## src/rtl/apb_master_port.sv

```systemverilog
// Single-outstanding APB initiator: turns a valid/ready command stream into APB
// setup/access phases, honours PREADY wait states and aborts on a programmable timeout.
module apb_master_port #(
  parameter int DATA_W  = 8,
  parameter int ADDR_W  = 2,
  parameter int TIMEOUT = 16
) (
  input  logic              PCLK,
  input  logic              PRESETN,
  // host command stream
  input  logic              cmd_valid,
  output logic              cmd_ready,
  input  logic              cmd_write,
  input  logic [ADDR_W-1:0] cmd_addr,
  input  logic [DATA_W-1:0] cmd_wdata,
  // host response stream
  output logic              rsp_valid,
  input  logic              rsp_ready,
  output logic [DATA_W-1:0] rsp_rdata,
  output logic              rsp_timeout,
  // APB
  output logic              PSEL,
  output logic              PENABLE,
  output logic [ADDR_W-1:0] PADDR,
  output logic              PWRITE,
  output logic [DATA_W-1:0] PWDATA,
  input  logic [DATA_W-1:0] PRDATA,
  input  logic              PREADY
);

  // A zero TIMEOUT still gets a 1-bit counter so the declaration stays legal.
  localparam int               CNT_W    = (TIMEOUT > 0) ? $clog2(TIMEOUT + 1) : 1;
  localparam bit               TO_EN    = (TIMEOUT != 0);
  localparam logic [CNT_W-1:0] CNT_LAST = CNT_W'(TIMEOUT - 1);
  localparam logic [CNT_W-1:0] CNT_MAX  = '1;

  typedef enum logic [1:0] {
    IDLE   = 2'd0,
    SETUP  = 2'd1,
    ACCESS = 2'd2,
    RESP   = 2'd3
  } state_e;

  state_e            state_q, state_d;
  logic              psel_q, psel_d;
  logic              penable_q, penable_d;
  logic [ADDR_W-1:0] paddr_q, paddr_d;
  logic              pwrite_q, pwrite_d;
  logic [DATA_W-1:0] pwdata_q, pwdata_d;
  logic              rsp_valid_q, rsp_valid_d;
  logic [DATA_W-1:0] rsp_rdata_q, rsp_rdata_d;
  logic              rsp_timeout_q, rsp_timeout_d;
  logic [CNT_W-1:0]  cnt_q, cnt_d;

  always_comb begin
    // NOTE: every signal gets its hold value first so no path through the case
    // leaves one unassigned, which would otherwise infer a latch.
    state_d       = state_q;
    psel_d        = psel_q;
    penable_d     = penable_q;
    paddr_d       = paddr_q;
    pwrite_d      = pwrite_q;
    pwdata_d      = pwdata_q;
    rsp_valid_d   = rsp_valid_q;
    rsp_rdata_d   = rsp_rdata_q;
    rsp_timeout_d = rsp_timeout_q;
    cnt_d         = cnt_q;

    unique case (state_q)
      IDLE: begin
        if (cmd_valid) begin
          paddr_d   = cmd_addr;
          pwrite_d  = cmd_write;
          pwdata_d  = cmd_wdata;
          cnt_d     = '0;
          psel_d    = 1'b1;
          penable_d = 1'b0;
          state_d   = SETUP;
        end
      end
      SETUP: begin
        penable_d = 1'b1;
        state_d   = ACCESS;
      end
      ACCESS: begin
        // PREADY is checked first so a ready on the final allowed cycle succeeds.
        if (PREADY) begin
          psel_d        = 1'b0;
          penable_d     = 1'b0;
          rsp_valid_d   = 1'b1;
          rsp_rdata_d   = pwrite_q ? '0 : PRDATA;
          rsp_timeout_d = 1'b0;
          state_d       = RESP;
        end else if (TO_EN && (cnt_q == CNT_LAST)) begin
          psel_d        = 1'b0;
          penable_d     = 1'b0;
          rsp_valid_d   = 1'b1;
          rsp_rdata_d   = '0;
          rsp_timeout_d = 1'b1;
          state_d       = RESP;
        end else if (cnt_q != CNT_MAX) begin
          cnt_d = cnt_q + CNT_W'(1);
        end
      end
      RESP: begin
        if (rsp_ready) begin
          rsp_valid_d = 1'b0;
          state_d     = IDLE;
        end
      end
      default: state_d = IDLE;
    endcase
  end

  // NOTE: sequential state uses non-blocking assignments only, so every flop
  // samples the pre-edge value of its neighbours regardless of statement order.
  always_ff @(posedge PCLK or negedge PRESETN) begin
    // NOTE: the async reset clears every flop, including the data holding
    // registers, so an in-flight transfer leaves no stale response behind.
    if (!PRESETN) begin
      state_q       <= IDLE;
      psel_q        <= 1'b0;
      penable_q     <= 1'b0;
      paddr_q       <= '0;
      pwrite_q      <= 1'b0;
      pwdata_q      <= '0;
      rsp_valid_q   <= 1'b0;
      rsp_rdata_q   <= '0;
      rsp_timeout_q <= 1'b0;
      cnt_q         <= '0;
    end else begin
      state_q       <= state_d;
      psel_q        <= psel_d;
      penable_q     <= penable_d;
      paddr_q       <= paddr_d;
      pwrite_q      <= pwrite_d;
      pwdata_q      <= pwdata_d;
      rsp_valid_q   <= rsp_valid_d;
      rsp_rdata_q   <= rsp_rdata_d;
      rsp_timeout_q <= rsp_timeout_d;
      cnt_q         <= cnt_d;
    end
  end

  assign cmd_ready   = (state_q == IDLE);
  assign rsp_valid   = rsp_valid_q;
  assign rsp_rdata   = rsp_rdata_q;
  assign rsp_timeout = rsp_timeout_q;
  assign PSEL        = psel_q;
  assign PENABLE     = penable_q;
  assign PADDR       = paddr_q;
  assign PWRITE      = pwrite_q;
  assign PWDATA      = pwdata_q;

endmodule

```

## config.mk

```make
export PLATFORM = sky130hd
export DESIGN_NAME = apb_master_port
export DESIGN_NICKNAME = d
export VERILOG_FILES = /design/src/rtl/apb_master_port.sv
export SDC_FILE = /design/constraint.sdc
export NUM_CORES = 1
export LEC_CHECK = 0
export CORE_ASPECT_RATIO = 2
export CORE_MARGIN = 2
export CORE_UTILIZATION = 45
export CTS_CLUSTER_SIZE = 20
export DETAILED_ROUTE_END_ITERATION = 8
export PLACE_DENSITY = 0.79
export SETUP_SLACK_MARGIN = 0.1
export SLEW_MARGIN = 20
export SYNTH_ARGS = -nofsm -noshare
export SYNTH_HDL_FRONTEND = slang
export SYNTH_SLANG_ARGS = --single-unit
```

## constraint.sdc

```tcl
create_clock -name PCLK -period 5.3 [get_ports PCLK]
set_input_delay 0.53 -clock PCLK [delete_from_list [all_inputs] [get_ports PCLK]]
set_output_delay 0.53 -clock PCLK [all_outputs]
set_load 0.05 [all_outputs]
```

==> out/metrics.csv, run 1 <==
metric,value,unit
status,"complete, no violations",
Pleak,0.896,nW
die footprint,3500,um2
final setup TNS,0,ns
Pre-antenna DRT Iters,4,
"Reg clk slew, reported paths",0.07,ns
port bufs,47,
post-synth top area share,0.552,
reg2reg start,cnt_q[0]$_DFFE_PN0P_,
initial antenna violation count,0,
worst hold path type,reg2reg,
R2R depth,6,
io pins,48,
Unique masters post-synth,27,
HPWL after detailed placement,2220,um
Synth Area in Compound Gates,0.122,
TritonCTS buffer count,5,
final setup fails,0,
total track usage,0.202,
hold_sp,rsp_rdata[2]$_DFFE_PN0P_,
nets,190,
Min Hold Slack,0.501,ns
Routed WL,3100,um
Synth area leaders,"dfrtp_1, mux2_2, ha_1, a22o_1, mux2i_1",
synth warn,0,
Via density,5.56,
mux cell area share after synthesis,0.138,
minimum clock period,2.45,ns
n_diodes,0,
largest family of logic cells by synthesized area,multiplexers,
clk_skew,0.00751,ns
vias,1046,
period utilization,0.462,
CTS H-tree depth,2,
post-synthesis sequential area ratio,0.552,
Max Clk Rate,409,MHz
Slew HR,0.583,
Slew @ Worst Pin,0.621,ns
DRT antenna net count,0,
Worst Hold Depth,1,
unrepaired setup endpoints after global routing,no,
Initial Util,0.468,
post-synthesis xor/xnor area fraction,0,
synth cell count leaders,"dfrtp_1, mux2_2, ha_1",
"EDFF count, synth",0,
WL/cell,16.5,um
Mapped Avg Cell Area,13.1,um2
PD cells,709,nW/um2
Placer Congestion,0.797,
Max Fanout on Critical Path,5,
clock buffer depth,2,
Worst Path Required,4.77,ns
"Cell Area, Synth",1360,um2
post-synthesis async set-or-reset flop share,1.00,
Resized cells post-CTS,0,
clock sink total,30,
clock latency on the worst-skew pair,0.28,ns
DRC violations left,0,
Cells after Synth,104,
"Hold Violations, Final",0,
CTS tree,done,
fraction of the mapped netlist area in simple logic gates,0.0819,
top_reg_cell synth,dfrtp_1,
Clock Tree Root,clkbuf_8,
GRT overflow,0,
Setup crit start kind,flop,
largest net degree at the start of global routing,31,
synthesized flop and latch total,30,
die width,42.9,um
"reg-to-reg slack, setup",2.94,ns
1st-iter DRT viols,31,
Core Area,2910,um2
Die Y,81.7,um
Final Non-Filler Cells,188,
vias in the first global route,1205,
max cap viols,0,
hold endpoint,rsp_rdata[2]$_DFFE_PN0P_,
# hold bufs at CTS,0,
first-pass GRT wire length,5310,um
Post-CTS Setup Bufs,0,
row count,28,
Crit. End Element,output pin,
largest area contributor in the synthesized netlist,dfrtp_1,
Final Power,1.43,mW
post-synthesis adder-cell area fraction,0.0828,
Syn-to-layout area delta,47.7,%
"Slew Viols, Final",0,
reg2reg end,cnt_q[0]$_DFFE_PN0P_,
layout cell share with drive strength beyond 1,0.152,
"count leader, synth",dfrtp_1,
Peak VDD IR,0.000469,V
CP Data Arrival Time,1.92,ns
Cells after DPL,180,
Synth Net Count,137,
Setup CP Type,reg2out,
cells by family (layout without fill, tap and decap cells):
logic type / after synthesis / after routing
compound gates: 21 / 21
fa+ha+maj: 9 / 9
buf+inv: 8 / 62
flops: 30 / 30
mux: 17 / 17
simple gates: 19 / 19
report_power, final:
part	total, mW	internal [mW]	switching [mW]	leakage (nW)
combinational	0.749	0.288	0.461	0.451
clock	0.288	0.200	0.0880	0.0714
sequential	0.388	0.326	0.0621	0.373
total	1.43	0.814	0.611	0.896
placed cells by master (no fill, tap or decap), drive strengths merged:
cell type / synthesis / final
inv: 6 / 6
mux2: 14 / 14
o2bb2ai: 1 / 1
a21oi: 4 / 4
nor2b: 3 / 3
dfrtp: 30 / 30
nand2: 4 / 4
a21boi: 2 / 2
nor4: 2 / 2
o21ai: 3 / 3
bufinv: 0 / 2
nand3: 1 / 1
ha: 9 / 9
nor2: 3 / 3
buf: 1 / 1
and3: 1 / 1
a221oi: 1 / 1
a2bb2oi: 2 / 2
or4b: 1 / 1
clkbuf: 1 / 6
nor3b: 1 / 1
or3b: 1 / 1
a22o: 8 / 8
clkdlybuf4s50: 0 / 47
mux2i: 3 / 3
nand2b: 2 / 2
worst max-delay path by stage:
stage                                      start              endpoint  slack [ns]  depth (start not counted)
after CTS                 state_q[0]$_DFFE_PN0P_             cmd_ready        2.84                          3
after detailed placement    cnt_q[0]$_DFFE_PN0P_  cnt_q[0]$_DFFE_PN0P_        2.96                          6
after global placement                    PREADY  cnt_q[0]$_DFFE_PN0P_        3.07                          4
after floorplan             cnt_q[0]$_DFFE_PN0P_  cnt_q[0]$_DFFE_PN0P_        3.11                          6
after global routing      state_q[0]$_DFFE_PN0P_             cmd_ready        2.76                          3
final                     state_q[0]$_DFFE_PN0P_             cmd_ready        2.85                          3
final cells by class:
| type | count | area, um2 |
|---|---|---|
| well taps | 30 | 37.5 |
| fillers | 230 | 898 |
| flip-flops and latches | 30 | 751 |
| clock inverters | 2 | 60.1 |
| clock buffers | 6 | 82.6 |
| multi-input cells | 66 | 578 |
| repair buffers | 48 | 478 |
| inverters | 6 | 22.5 |
flip-flops by register name, indices dropped and copies added, names as in the netlist:
signal	cells
state_q	2
PWRITE	1
PENABLE	1
rsp_rdata	8
rsp_valid	1
rsp_timeout	1
PADDR	2
PSEL	1
cnt_q	5
PWDATA	8
metrics by stage:
| stage | worst slack [ns] | cell area, um2 | util |
|---|---|---|---|
| floorplan | 3.11 | 1360 | - |
| global placement | 3.07 | 1870 | 0.642 |
| detailed placement | 2.96 | 1870 | 0.642 |
| CTS | 2.84 | 2010 | 0.691 |
| global route | 2.76 | 2010 | 0.691 |
| finish | 2.85 | 2010 | 0.691 |
routing by layer:
layer | part of all wire | vias to the layer above | global-route usage
li1 | - | 477 | -
met5 | 0 | - | 0
met1 | 0.37 | 528 | 0.203
met3 | 0.055 | 4 | 0.0615
met2 | 0.57 | 37 | 0.374
met4 | 0.014 | 0 | 0.0844
critical path: stages (launching register included):
cell and delay (ns):
dfrtp_1 0.43, inv_1 0.13, ha_1 0.24, clkdlybuf4s50_1 0.83
(Power assumes the default switching activity.)
==> run 2, diff against run 1 <==
- CORE_UTILIZATION: 45 -> 44
- PLACE_DENSITY: 0.79 -> 0.78
- clock period: 5.3 -> 2.3 ns (I/O delays scaled with it)
==> run 2 against run 1 <==
Effect of this change: flip-flop and latch count unchanged; final cell count increased by 1.6%; critical endpoint is now cnt_q[0]$_DFFE_PN0P_; clock-buffer cell count unchanged; worst hold slack got worse by 0.17 ns; routed wire length decreased by 1.5%; clock skew decreased by 0.0022 ns; critical path depth increased by 3; register-to-register slack got worse by 2.8 ns; clock power increased by 86%; non-clock buffer count increased by 4.
==> out/metrics.csv, run 2 (synthesized netlist as in run 1, its figures left out) <==
metric,value,unit,change
status,"complete, no violations",,
TritonCTS buffer count,5,,unchanged
Slew HR,0.650,,+0.0663
die footprint,3580,um2,+2.1%
Max Clk Rate,464,MHz,
worst hold path type,in2async,,
vias in the first global route,1113,,-7.6%
sequential share of power,0.276,,+0.004
clk_skew,0.00535,ns,-0.00216 ns
"commonest cells after routing, fill and taps aside","clkdlybuf4s50_1, dfrtp_1, mux2_2",,
period utilization,0.937,,
"most common cell after layout, fill and taps aside",clkdlybuf4s50_1,,
Clock power frac,0.166,,-0.036
initial antenna violation count,0,,unchanged
max cap viols,0,,unchanged
Final WS setup,0.144,ns,-2.71 ns
GRT overflow,0,,unchanged
Routed WL,3050,um,-1.5%
Worst Path Required,2.46,ns,-2.31 ns
"Hold Violations, Final",0,,unchanged
Setup CP Type,reg2reg,,
"reg-to-reg slack, setup",0.14,ns,-2.80 ns
DRC violations left,0,,unchanged
clock buffer depth,2,,unchanged
Fill cells,224,,-2.6%
unrepaired setup endpoints after global routing,no,,
die width,43.3,um,+1.0%
clock sink total,30,,unchanged
Max Fanout on Critical Path,5,,unchanged
"Reg clk slew, reported paths",0.06,ns,about the same
Pint,1.82,mW,+120%
n_diodes,0,,unchanged
total track usage,0.194,,-0.00811
Via density,5.39,,-3.1%
Initial Util,0.462,,-0.00557
Switching Share,0.436,,+0.00776
1st-iter DRT viols,8,,-74%
vias,1030,,-1.5%
CTS tree,done,,
WL/cell,16.0,um,-3.0%
clock latency on the worst-skew pair,0.28,ns,about the same
Clock Tree Root,clkbuf_8,,
Syn-to-layout area delta,50.0,%,
switching power total,1.41,mW,+130%
port bufs,47,,unchanged
nets,194,,+2.1%
Peak VDD IR,0.000885,V,+89%
DRT antenna net count,0,,unchanged
final setup TNS,0,ns,unchanged
CTS H-tree depth,2,,unchanged
PD cells,1580,nW/um2,+120%
Core Area,2940,um2,+1.2%
CP Data Arrival Time,2.32,ns,+0.40 ns
Gate power share,0.558,,+0.033
"Slew Viols, Final",0,,unchanged
HPWL after detailed placement,2240,um,+0.90%
largest net degree at the start of global routing,31,,unchanged
layout cell share with drive strength beyond 1,0.193,,+0.0406
Pre-antenna DRT Iters,4,,unchanged
row count,28,,unchanged
Die Y,82.6,um,+1.1%
minimum clock period,2.16,ns,
final setup fails,0,,unchanged
Crit. End Element,flop,,
Placer Congestion,0.739,,-7.3%
dpl ws,0.0806,ns,-2.88 ns
Pleak,0.914,nW,+2.0%
Setup crit start kind,flop,,
io pins,48,,unchanged
Slew @ Worst Pin,0.525,ns,-0.0953 ns
first-pass GRT wire length,5110,um,-3.8%
run 2: changes by cell type in the layout (fill, tap and decap cells not counted), sizes merged:
cell | before | now
buf | 1 | 5
dlymetal6s2s | 0 | 1
bufinv | 2 | 1
clkdlybuf4s50 | 47 | 46
run 2: cell type report:
| class | count | area, um2 | area share |
|---|---|---|---|
| timing repair buffer | 52 | 514 | 0.252 |
| clock inverter | 1 | 30.0 | 0.0147 |
| clock buffer | 6 | 82.6 | 0.0405 |
| tap | 30 | 37.5 | 0.0184 |
| multi-input combinational | 66 | 602 | 0.295 |
| inverter | 6 | 22.5 | 0.0110 |
| sequential | 30 | 751 | 0.368 |
run 2: power by group through the flow:
| stage | clock, mW | combinational [mW] | sequential, mW |
|---|---|---|---|
| after global routing | 0.569 | 1.90 | 0.918 |
| after CTS | 0.544 | 1.79 | 0.889 |
| after detailed placement | 0 | 1.77 | 0.896 |
| after floorplan | 0 | 0.548 | 1.52 |
| final | 0.535 | 1.80 | 0.888 |
| after global placement | 0 | 1.74 | 0.886 |
run 2: path summary, 6_finish.rpt:
path	start	end	depth (start not counted)
worst max-delay path	cnt_q[0]$_DFFE_PN0P_	cnt_q[0]$_DFFE_PN0P_	6
worst min-delay path	PRESETN	PENABLE$_DFFE_PN0P_	2
worst max register to register	cnt_q[0]$_DFFE_PN0P_	cnt_q[0]$_DFFE_PN0P_	6
worst min register to register	rsp_rdata[2]$_DFFE_PN0P_	rsp_rdata[2]$_DFFE_PN0P_	1
max in group asynchronous	PRESETN	state_q[1]$_DFFE_PN0P_	2
min in group PCLK	rsp_rdata[2]$_DFFE_PN0P_	rsp_rdata[2]$_DFFE_PN0P_	1
run 2: worst max-delay path, cell delays in order (launching register included):
cell     delay [ns]
dfrtp_1        0.39
ha_1           0.23
and3_4         0.20
ha_4           0.17
or4b_4         0.55
a21oi_4        0.20
mux2_4         0.31
run 2: layer usage:
metal  vias up  GRT usage  wire (um)
li1        489          -          -
met1       487      0.198       1110
met2        42      0.343       1630
met3        12     0.0565        199
met4         0      0.112        116
met5         -          0          0
run 2: per-stage QoR:
step,instance area (um2),total power [mW],util,instances,hold WS [ns]
floorplan,1360,2.07,-,104,-0.0656
global placement,1890,2.63,0.642,183,0.484
detailed placement,1890,2.67,0.642,183,0.482
CTS,2010,3.23,0.684,191,0.354
global route,2040,3.38,0.693,191,0.402
finish,2040,3.22,0.693,191,0.333
run 2: repair_timing:
item / 4_1_cts / 5_1_grt
buffers inserted: 1 / 0
pin swaps: 0 / 1
endpoints found under the setup margin: 3 / 3
gates resized for setup: 1 / 6
hold buffers: 0 / 0
